`config.mk`:
```
export PLATFORM = sky130hd
export DESIGN_NAME = alu_arbiter
export DESIGN_NICKNAME = d
export VERILOG_FILES = /design/src/rtl/alu_arbiter.sv
export SDC_FILE = /design/constraint.sdc
export NUM_CORES = 1
export LEC_CHECK = 0
export ABC_AREA = 1
export CAP_MARGIN = 0
export CORE_ASPECT_RATIO = 1.1
export CORE_MARGIN = 3
export CORE_UTILIZATION = 44
export DETAILED_ROUTE_END_ITERATION = 8
export PLACE_DENSITY = 0.75
export SYNTH_ARGS = -nofsm -noshare
export SYNTH_HDL_FRONTEND = slang
export SYNTH_HIERARCHICAL = 1
export SYNTH_SLANG_ARGS = --single-unit
export TNS_END_PERCENT = 50
```
`constraint.sdc`:
```
create_clock -name clk -period 3.9 [get_ports clk]
set_clock_uncertainty 0.15 [all_clocks]
set_input_delay 0.78 -clock clk [delete_from_list [all_inputs] [get_ports clk]]
set_output_delay 0.78 -clock clk [all_outputs]
set_load 0.05 [all_outputs]
```
`src/rtl/alu_arbiter.sv`:
```
// alu_arbiter: shares one 16-bit logic ALU between two requesters.
// Requests are granted round-robin, executed on registered operands,
// and the registered result is returned through a per-requester
// valid/ready response. Only one request is in flight at a time.

module alu (
  input  logic [1:0]  op,
  input  logic [15:0] a,
  input  logic [15:0] b,
  output logic [15:0] y,
  output logic        carry
);

  // Bitwise logic operations; logic ops never produce a carry
  always_comb begin
    y     = '0;
    carry = 1'b0;
    case (op)
      2'b00:   y = a & b;
      2'b01:   y = a | b;
      2'b10:   y = ~(a & b);
      default: y = ~(a | b);
    endcase
  end

endmodule

module alu_arbiter #(
  parameter int CNT_W = 8
) (
  input  logic             clk,
  input  logic             reset,
  input  logic [1:0]       req_valid,
  output logic [1:0]       req_ready,
  input  logic [3:0]       req_op,
  input  logic [31:0]      req_i0,
  input  logic [31:0]      req_i1,
  output logic [1:0]       rsp_valid,
  input  logic [1:0]       rsp_ready,
  output logic [15:0]      rsp_o,
  output logic             busy,
  output logic [CNT_W-1:0] ops_done
);

  typedef enum logic [1:0] {
    IDLE = 2'd0,
    EXEC = 2'd1,
    RESP = 2'd2
  } state_t;

  state_t      state_q;
  state_t      state_d;
  logic        last_q;
  logic        gnt_q;
  logic [1:0]  op_q;
  logic [15:0] a_q;
  logic [15:0] b_q;
  logic [15:0] res_q;

  logic        gnt;
  logic        accept;
  logic        rsp_hs;
  logic [15:0] alu_y;
  logic        alu_carry_unused;

  // Round-robin grant: a lone requester wins, a tie goes to the one not served last
  always_comb begin
    gnt    = 1'b0;
    accept = 1'b0;
    if (req_valid == 2'b11) begin
      gnt = ~last_q;
    end else begin
      gnt = req_valid[1];
    end
    if (state_q == IDLE && req_valid != 2'b00) begin
      accept = 1'b1;
    end
  end

  // Sequencer next state: accept in IDLE, one execute cycle, hold RESP until taken
  always_comb begin
    state_d = state_q;
    rsp_hs  = 1'b0;
    case (state_q)
      IDLE: begin
        if (accept) begin
          state_d = EXEC;
        end
      end
      EXEC: begin
        state_d = RESP;
      end
      RESP: begin
        if (rsp_ready[gnt_q]) begin
          rsp_hs  = 1'b1;
          state_d = IDLE;
        end
      end
      default: begin
        state_d = IDLE;
      end
    endcase
  end

  // State register
  always_ff @(posedge clk or negedge reset) begin
    if (!reset) begin
      state_q <= IDLE;
    end else begin
      state_q <= state_d;
    end
  end

  // Operand capture on accept, result capture after execute, bookkeeping on response
  always_ff @(posedge clk or negedge reset) begin
    if (!reset) begin
      last_q   <= 1'b1;
      gnt_q    <= 1'b0;
      op_q     <= '0;
      a_q      <= '0;
      b_q      <= '0;
      res_q    <= '0;
      ops_done <= '0;
    end else begin
      if (accept) begin
        gnt_q <= gnt;
        op_q  <= gnt ? req_op[3:2]   : req_op[1:0];
        a_q   <= gnt ? req_i0[31:16] : req_i0[15:0];
        b_q   <= gnt ? req_i1[31:16] : req_i1[15:0];
      end
      if (state_q == EXEC) begin
        res_q <= alu_y;
      end
      if (rsp_hs) begin
        last_q   <= gnt_q;
        ops_done <= ops_done + CNT_W'(1);
      end
    end
  end

  alu u_alu (
    .op    (op_q),
    .a     (a_q),
    .b     (b_q),
    .y     (alu_y),
    .carry (alu_carry_unused)
  );

  // Handshake outputs decoded from the registered state
  always_comb begin
    req_ready = 2'b00;
    rsp_valid = 2'b00;
    rsp_o     = '0;
    busy      = (state_q != IDLE);
    if (accept) begin
      req_ready = gnt ? 2'b10 : 2'b01;
    end
    if (state_q == RESP) begin
      rsp_valid = gnt_q ? 2'b10 : 2'b01;
      rsp_o     = res_q;
    end
  end

endmodule

```
==> run metrics <==
status=finished, final reports clean; vias in the first global route=~3200; first-pass GRT wire length=between 10000 and 15000 um; Die H=99.67 um; CP peak stage delay=0.81 ns; Reg-to-Reg Start=state_q[1]$_DFFE_PN0P_; Power Total=a little under 4 mW; relative slew slack=0.2873; Ports=approximately 100; Worst-Skew Late Latency=0.34 ns; largest net degree at the start of global routing=51; Fmax=between 300 and 400 MHz; hpwl dp=between 6000 and 7000 um; CP Capture Type=primary output; dpl ws=roughly 1.0 ns; layout cells sized above 1=0.05170; CP Class=flop to primary output; CTS tree=built; Cells after Synth=around 520; drt wl/cell=11.26 um; syn_area_per_cell=~7 sq um; port bufs=approximately 100; Post-CTS Resized=0; DRC Markers=0; RePlAce Congestion=a little under 0.9; Pins Over Slew Limit=0; GRT Residual Overflow=0; Buf/Inv on CP=3; RSZ-0062 raised after global routing=false; Period Utilization, post-route=0.7618; Syn. warnings=6; Worst Setup SP=state_q[1]$_DFFE_PN0P_; Finish-stage setup viols=0; Final Hold Viols=0; clock tree buffer depth=2; CTS buffer count=9; Arrival @ worst endpoint=slightly above 2 ns; gr usage total=0.1924; Area Overhead vs Synth=35.65%; Critical Path Fanout Max=18; P_leak=~2.5 nW; CP cell instances=inv_1 -> nor2_2 -> inv_2 -> nor2_1 -> clkdlybuf4s50_1; max-cap check violation count=0; die area=about 9100 sq um; placed cells=around 700; Worst Path Required=around 3 ns; most frequent cells in the layout=235 x nand2_1, 99 x clkdlybuf4s50_1, 74 x inv_1; 1st-pass router iterations=4; Crit path max-delay family=buffers and inverters; final worst slack=a little over 0.9 ns; vias per inst=4.566; via count=3306; CTS Hold Bufs=0; Final ANT Viol Nets=0; Std-Cell Core Area=around 7600 sq um; Tmin final=2.971 ns; most common cell after layout, fill and taps aside=nand2_1; worst slew pin tran=about 1.1 ns; Diodes inserted=0; slowest CP cell=clkdlybuf4s50_1; IR drop worst, VDD=between 0.2 and 0.3 mV; fin cells=between 700 and 800; 1st-iter DRT viols=just under 90; die width=~91 um; initial antenna violation count=0; Worst-path clk slew=0.06 ns; TNS Setup=0 ns; # Post-CTS Setup Buffers=0; initial core utilization=0.4620; fin nets=slightly below 700; Setup crit start kind=flop; root buffer cell=clkbuf_8; Worst Hold Launch=res_q[12]$_DFFE_PN0N_; routed wire length=8152 um; Sink Count=62; power density over the cells=810.4 nW/um^2; class of the worst hold path=flop to flop; # rows=33; number of H-tree levels=3; Min Hold Slack=between 0.3 and 0.4 ns; Cell Area, Synth=3510 sq um; post-synth net total=590
[sequential cells by signal, indices dropped and copies added, names as in the netlist]
register / flops
a_q: 16
b_q: 16
gnt_q: 1
last_q: 1
op_q: 2
ops_done: 8
res_q: 16
state_q: 2
[metal layers]
layer	up-vias	share of wire	global-route usage
li1	1740	-	-
met1	1482	0.47	0.2485
met2	72	0.48	0.3182
met3	12	0.039	0.03026
met4	0	0.019	0.08933
met5	-	0	0
[cell type report]
cell class	instances	area, sq um
Clock buffer	12	145.1
Clock inverter	4	70.07
Fill cell	738	2836
Inverter	78	292.8
Multi-Input combinational cell	357	1515
Sequential cell	62	1553
Tap cell	105	131.4
Timing Repair Buffer	106	1054
[worst paths after layout]
check                                               end  slack [ns]  cells past startpoint
worst max register to register    res_q[10]$_DFFE_PN0N_        2.16                      4
worst min register to register    res_q[12]$_DFFE_PN0N_        0.36                      2
worst max-delay path                           rsp_o[5]        0.93                      5
max in group asynchronous            b_q[1]$_DFFE_PN0P_        2.30                      2
worst min-delay path              res_q[12]$_DFFE_PN0N_        0.36                      2
min in group asynchronous       ops_done[4]$_DFFE_PN0P_        0.48                      1
[per-stage QoR]
| step | instance area (sq um) | util |
|---|---|---|
| after CTS | 4761 | 0.6266 |
| final | 4761 | 0.6266 |
| after global placement | 4546 | 0.5983 |
| after detailed placement | 4546 | 0.5983 |
| after global routing | 4761 | 0.6266 |
| after floorplan | 3510 | - |
[worst register-to-register path: cells and delay by family, from the launching register on]
kind	cells	cell delay, ns
flip-flops	1	0.41
AND/OR/NAND/NOR	2	0.86
buffers and inverters	1	0.10
AO/OA/AOI/OAI	1	0.07
[where the power goes]
| group | internal [mW] | total [mW] | switching, mW | leakage [nW] |
|---|---|---|---|---|
| clock network | 0.376 | 0.612 | 0.236 | 0.110 |
| registers | 0.951 | 1.19 | 0.235 | 0.743 |
| logic | 0.719 | 2.06 | 1.34 | 1.66 |
Power figures use the tool's default switching activity.
